**config.mk**
```make
export PLATFORM = sky130hd
export DESIGN_NAME = rangefinder_sopc_cpu_oci_dct_packer_flat
export DESIGN_NICKNAME = d
export VERILOG_FILES = /design/src/rtl/rangefinder_sopc_cpu_oci_dct_packer_if.sv /design/src/rtl/rangefinder_sopc_cpu_oci_dct_packer.sv /design/src/flat_wrapper.sv
export SDC_FILE = /design/constraint.sdc
export NUM_CORES = 1
export LEC_CHECK = 0
export CELL_PAD_IN_SITES_DETAIL_PLACEMENT = 2
export CELL_PAD_IN_SITES_GLOBAL_PLACEMENT = 2
export CORE_UTILIZATION = 33
export CTS_CLUSTER_DIAMETER = 120
export DETAILED_ROUTE_END_ITERATION = 10
export DONT_BUFFER_PORTS = 1
export PLACE_DENSITY_LB_ADDON = 0.1
export SYNTH_ARGS = -nofsm -noshare
export SYNTH_HDL_FRONTEND = slang
export SYNTH_SLANG_ARGS = --single-unit
```
**constraint.sdc**
```tcl
create_clock -name clk -period 1.7 [get_ports clk]
set_input_delay 0.425 -clock clk [delete_from_list [all_inputs] [get_ports clk]]
set_output_delay 0.425 -clock clk [all_outputs]
set_load 0.01 [all_outputs]
```
**src/rtl/rangefinder_sopc_cpu_oci_dct_packer_if.sv**
```systemverilog
// Trace-symbol in / frame out bundle for the OCI DCT packer, plus the
// live accumulator and drop-status taps.
interface rangefinder_sopc_cpu_oci_dct_packer_if #(
  parameter int unsigned SLOTS  = 15,
  parameter int unsigned DROP_W = 8
);
  localparam int unsigned AccW = 2 * SLOTS;
  localparam int unsigned CntW = $clog2(SLOTS + 1);

  logic              sym_valid;
  logic [1:0]        sym_data;
  logic              flush;
  logic              frame_ready;
  logic              frame_valid;
  logic [AccW-1:0]   frame_data;
  logic [CntW-1:0]   frame_count;
  logic [AccW-1:0]   dct_buffer;
  logic [CntW-1:0]   dct_count;
  logic              overflow;
  logic [DROP_W-1:0] drop_count;

  modport master (
    output sym_valid, sym_data, flush, frame_ready,
    input  frame_valid, frame_data, frame_count, dct_buffer, dct_count, overflow, drop_count
  );

  modport slave (
    input  sym_valid, sym_data, flush, frame_ready,
    output frame_valid, frame_data, frame_count, dct_buffer, dct_count, overflow, drop_count
  );
endinterface

```
**src/rtl/rangefinder_sopc_cpu_oci_dct_packer.sv**
```systemverilog
// Packs 2-bit trace symbols into SLOTS-symbol frames held in a one-entry
// output register; flush emits a partial frame, blocked symbols are counted.
module rangefinder_sopc_cpu_oci_dct_packer #(
  parameter int unsigned SLOTS  = 15,
  parameter int unsigned DROP_W = 8
) (
  input logic clk,
  input logic reset,
  rangefinder_sopc_cpu_oci_dct_packer_if.slave bus
);
  localparam int unsigned AccW = 2 * SLOTS;
  localparam int unsigned CntW = $clog2(SLOTS + 1);
  localparam logic [CntW-1:0] Full = CntW'(SLOTS);

  logic [AccW-1:0]   r_acc, w_acc_d;
  logic [CntW-1:0]   r_acc_count, w_acc_count_d;
  logic              r_flush_pend, w_flush_pend_d;
  logic              r_frame_valid, w_frame_valid_d;
  logic [AccW-1:0]   r_frame_data, w_frame_data_d;
  logic [CntW-1:0]   r_frame_count, w_frame_count_d;
  logic              r_overflow, w_overflow_d;
  logic [DROP_W-1:0] r_drop_count, w_drop_count_d;

  logic w_out_free, w_acc_full, w_acc_nonempty, w_transfer, w_accept, w_drop;

  // Transfer depends only on registered state, so it never waits on this cycle's symbol.
  assign w_out_free     = ~r_frame_valid | bus.frame_ready;
  assign w_acc_full     = (r_acc_count == Full);
  assign w_acc_nonempty = (r_acc_count != '0);
  assign w_transfer     = w_out_free & (w_acc_full | (r_flush_pend & w_acc_nonempty));
  assign w_accept       = bus.sym_valid & (~w_acc_full | w_transfer);
  assign w_drop         = bus.sym_valid & ~w_accept;

  always_comb begin
    w_acc_d         = r_acc;
    w_acc_count_d   = r_acc_count;
    w_frame_valid_d = r_frame_valid;
    w_frame_data_d  = r_frame_data;
    w_frame_count_d = r_frame_count;
    w_overflow_d    = r_overflow;
    w_drop_count_d  = r_drop_count;
    w_flush_pend_d  = bus.flush | (r_flush_pend & ~w_transfer & w_acc_nonempty);

    if (w_transfer) begin
      w_frame_valid_d = 1'b1;
      w_frame_data_d  = r_acc;
      w_frame_count_d = r_acc_count;
      w_acc_d         = '0;
      w_acc_count_d   = '0;
      if (w_accept) begin
        w_acc_d[1:0]  = bus.sym_data;
        w_acc_count_d = CntW'(1);
      end
    end else begin
      if (r_frame_valid && bus.frame_ready) begin
        w_frame_valid_d = 1'b0;
      end
      if (w_accept) begin
        for (int k = 0; k < int'(SLOTS); k++) begin
          if (r_acc_count == CntW'(k)) begin
            w_acc_d[2*k +: 2] = bus.sym_data;
          end
        end
        w_acc_count_d = r_acc_count + CntW'(1);
      end
    end

    if (w_drop) begin
      w_overflow_d = 1'b1;
      if (r_drop_count != '1) begin
        w_drop_count_d = r_drop_count + DROP_W'(1);
      end
    end
  end

  always_ff @(posedge clk) begin
    if (reset) begin
      r_acc         <= '0;
      r_acc_count   <= '0;
      r_flush_pend  <= 1'b0;
      r_frame_valid <= 1'b0;
      r_frame_data  <= '0;
      r_frame_count <= '0;
      r_overflow    <= 1'b0;
      r_drop_count  <= '0;
    end else begin
      r_acc         <= w_acc_d;
      r_acc_count   <= w_acc_count_d;
      r_flush_pend  <= w_flush_pend_d;
      r_frame_valid <= w_frame_valid_d;
      r_frame_data  <= w_frame_data_d;
      r_frame_count <= w_frame_count_d;
      r_overflow    <= w_overflow_d;
      r_drop_count  <= w_drop_count_d;
    end
  end

  assign bus.frame_valid = r_frame_valid;
  assign bus.frame_data  = r_frame_data;
  assign bus.frame_count = r_frame_count;
  assign bus.dct_buffer  = r_acc;
  assign bus.dct_count   = r_acc_count;
  assign bus.overflow    = r_overflow;
  assign bus.drop_count  = r_drop_count;
endmodule

```
**src/flat_wrapper.sv**
```systemverilog
// flat-port wrapper written by rule: the top's interface ports become plain ports
module rangefinder_sopc_cpu_oci_dct_packer_flat 
#(
  parameter int unsigned SLOTS  = 15,
  parameter int unsigned DROP_W = 8
)
  (clk, reset, bus_sym_valid, bus_sym_data, bus_flush, bus_frame_ready, bus_frame_valid, bus_frame_data, bus_frame_count, bus_dct_buffer, bus_dct_count, bus_overflow, bus_drop_count);
  rangefinder_sopc_cpu_oci_dct_packer_if #(.SLOTS(SLOTS), .DROP_W(DROP_W)) bus_i ();
  input logic clk;
  input logic reset;
  input wire logic [$bits(bus_i.sym_valid)-1:0] bus_sym_valid;
  input wire logic [$bits(bus_i.sym_data)-1:0] bus_sym_data;
  input wire logic [$bits(bus_i.flush)-1:0] bus_flush;
  input wire logic [$bits(bus_i.frame_ready)-1:0] bus_frame_ready;
  output wire logic [$bits(bus_i.frame_valid)-1:0] bus_frame_valid;
  output wire logic [$bits(bus_i.frame_data)-1:0] bus_frame_data;
  output wire logic [$bits(bus_i.frame_count)-1:0] bus_frame_count;
  output wire logic [$bits(bus_i.dct_buffer)-1:0] bus_dct_buffer;
  output wire logic [$bits(bus_i.dct_count)-1:0] bus_dct_count;
  output wire logic [$bits(bus_i.overflow)-1:0] bus_overflow;
  output wire logic [$bits(bus_i.drop_count)-1:0] bus_drop_count;
  assign bus_i.sym_valid = bus_sym_valid;
  assign bus_i.sym_data = bus_sym_data;
  assign bus_i.flush = bus_flush;
  assign bus_i.frame_ready = bus_frame_ready;
  assign bus_frame_valid = bus_i.frame_valid;
  assign bus_frame_data = bus_i.frame_data;
  assign bus_frame_count = bus_i.frame_count;
  assign bus_dct_buffer = bus_i.dct_buffer;
  assign bus_dct_count = bus_i.dct_count;
  assign bus_overflow = bus_i.overflow;
  assign bus_drop_count = bus_i.drop_count;
  rangefinder_sopc_cpu_oci_dct_packer #(.SLOTS(SLOTS), .DROP_W(DROP_W)) u_core (.clk(clk), .reset(reset), .bus(bus_i));
endmodule
```
==> summary.txt <==
Route
  • Post-route DRC: 0
  • Total wire length: 10400 µm
  • ANT nets after route: 0
  • Vias/cell: 5.39
  • Drt first pass iters: 4
  • DR iter-0 viols: 70
  • Wire per inst: 19.8 µm
  • Via Count: 2841

Layout
  • Commonest non-fill, non-tap cell in the layout: dfxtp_1
  • Post-route cell area: 3960 µm²
  • Nets: 401
  • Share of layout cells above drive strength 1: 0.188
  • # diodes: 0
  • Fill count: 1081
  • Layout area overhead: 16.9%
  • Most frequent cells in the layout: 76 x dfxtp_1, 48 x nand3_1, 41 x a21oi_1

Synth
  • Post-Syn Area per Cell: 9.08 µm²
  • Post-Syn Instances: 373
  • Unique masters post-synth: 53
  • Post-Syn Area: 3390 µm²
  • Seq/Total Area, Yosys: 0.467
  • Syn Nets: 385
  • #FFs+latches synth: 79
  • Synthesis Warnings: 0

Die
  • Starting Density: 0.343
  • Die area: 10700 µm²
  • Die Ht: 103 µm
  • Number of I/O pins: 85
  • Core area: 9860 µm²
  • Die Wd: 103 µm
  • Rows: 36

Min path
  • HP Start: reset
  • Worst Hold Class: input pin to register

Critical path
  • CP Data Arrival Time: 1870 ps
  • Crit end category: register
  • CP required: 1940 ps
  • Worst setup path class: register to register
  • Worst reg2reg startpoint: u_core.bus.drop_count[0]
  • Launch point of the worst path: u_core.bus.drop_count[0]
  • CP Max Fanout: 4
  • Nature of the critical path startpoint: register

Place
  • Gpl congestion: 0.769
  • Input/output buffers: 0
  • DP Wirelength: 7110 µm
  • Worst slack at placement: -91.0 ps
  • Post-Place Cell Area: 3640 µm²

STA
  • Rel. slew slack: 0.783
  • Fin Setup TNS: 0 ps
  • Min cycle time layout: 1620 ps
  • Skew final: 13.6 ps
  • Hold Worst Slack: 122 ps
  • Final Hold Vio Count: 0
  • Fin crit share: 0.953
  • Setup ws final: 80.0 ps
  • Final max-slew violation count: 0
  • Worst slew pin tran: 325 ps
  • Max Clk Rate: 0.617 GHz
  • Final Setup Violations: 0

Power and ir drop
  • PwrDens: 961 nW/µm²
  • Total power: 3.81 mW
  • Worst VDD drop: 0.364 mV
  • LEAKAGE: 1.50 nW

Clock tree
  • Hold_buf cts: 0
  • Clk slew on worst S/H paths: 90 ps
  • H-tree depth: 3
  • Num CTS Buffers: 9
  • CTS sink cnt: 79
  • Root Buffer: clkbuf_8
  • CTS tree: done
  • CTS max path bufs: 2
  • Clock Latency Late Sink: 360 ps

Global route
  • First-pass GRT wire length: 16000 µm
  • Largest net degree at the start of global routing: 47
  • Initial antenna violation count: 0
  • Vias in the first global route: 2970
  • GRT Util Overall: 0.202
  • Remaining Overflow, GRT: 0

Run
  • Max_cap viols: 0

Outcome
  • Outcome: finished, final reports clean
==> path summary, 6_finish.rpt <==
check                              to  slack [ps]  depth (start not counted)
max          u_core.bus.drop_count[7]          80                          6
min reg2reg  u_core.bus.frame_data[0]         520                          2
max reg2reg  u_core.bus.drop_count[7]          80                          6
min          u_core.bus.frame_data[7]         120                          1
==> layer usage <==
| layer | routed length, µm | up-vias | global-route usage |
|---|---|---|---|
| met3 | 583 | 9 | 0.0618 |
| met4 | 110 | 0 | 0.0585 |
| met2 | 5260 | 62 | 0.345 |
| li1 | - | 1349 | - |
| met5 | 0 | - | 0 |
| met1 | 4480 | 1421 | 0.246 |
==> critical path, stage by stage (launching register included) <==
cell and delay [ps]:
dfxtp_1 320, ha_1 230, and4_1 230, nor4_2 340
buf_4 190, a31o_2 140, a21oi_1 50
==> sequential cells by signal, indices dropped and copies added, names as in the netlist <==
name / flops
u_core.bus.dct_buffer: 30
u_core.bus.frame_data: 30
u_core.bus.drop_count: 8
u_core.bus.dct_count: 4
u_core.bus.frame_count: 4
u_core.bus.frame_valid: 1
u_core.bus.overflow: 1
u_core.r_flush_pend: 1
==> metrics by stage <==
step / instances / utilization
2_1_floorplan: 373 / -
3_3_place_gp: 509 / 0.369
3_5_place_dp: 509 / 0.369
4_1_cts: 525 / 0.395
5_1_grt: 527 / 0.401
6_report: 527 / 0.401
==> Yosys cell counts (all sizes together) <==
cell type | count | area (µm²)
xor2 | 2 | 17.5
o211a | 2 | 20.0
o21a | 1 | 7.51
buf | 23 | 163
and4b | 1 | 13.8
and2 | 1 | 7.51
nor4 | 2 | 18.8
a21oi | 43 | 230
nor2 | 37 | 141
o2111ai | 1 | 8.76
a21bo | 1 | 10.0
nor2b | 2 | 12.5
xnor2 | 1 | 8.76
inv | 6 | 22.5
and3b | 1 | 8.76
a31o | 1 | 8.76
a32o | 2 | 20.0
nor3 | 8 | 40.0
a311oi | 1 | 8.76
nand2 | 9 | 33.8
and2b | 1 | 10.0
or3 | 1 | 6.26
a21boi | 1 | 7.51
nand4 | 4 | 25.0
and4 | 1 | 8.76
o21ai | 36 | 191
a21o | 1 | 7.51
nand2b | 1 | 8.76
or2 | 1 | 6.26
dfxtp | 79 | 1580
a2bb2oi | 1 | 8.76
a211oi | 2 | 20.0
a31oi | 2 | 12.5
nand3 | 48 | 240
and3 | 1 | 6.26
ha | 5 | 62.6
nand4b | 2 | 17.5
o211ai | 2 | 28.8
clkbuf | 9 | 35.0
a211o | 1 | 8.76
mux2i | 29 | 290
==> cell families (layout without fill, tap and decap cells) <==
group / count (synthesis) / count (layout) / synth area share
adders and majority gates: 5 / 5 / 0.0185
muxes: 29 / 29 / 0.0857
and+or+nand+nor: 121 / 121 / 0.179
DFF: 79 / 79 / 0.467
AOI/OAI and AO/OA: 98 / 98 / 0.177
buffers and inverters: 38 / 59 / 0.0650
xor gates and xnor gates: 3 / 3 / 0.00776
==> power breakdown <==
group          leakage [nW]  switching [mW]  internal [mW]
Sequential            0.638          0.0187           1.86
Combinational         0.747           0.150         0.0996
Clock                 0.119           0.723          0.951
==> layout make-up <==
cell class	instances	area, µm²	area share
Sequential cell	79	1590	0.400
Tap cell	133	166	0.0420
Timing Repair Buffer	37	337	0.0850
Clock inverter	4	76.3	0.0193
Inverter	6	22.5	0.00569
Clock buffer	12	165	0.0417
Multi-Input combinational cell	256	1610	0.406
==> repair_timing <==
action,4_1_cts,5_1_grt
resized for setup,3,7
setup buffers,0,1
pin swaps,1,3
setup endpoints to repair,68,65
gates cloned,0,1
Power figures use the tool's default switching activity.
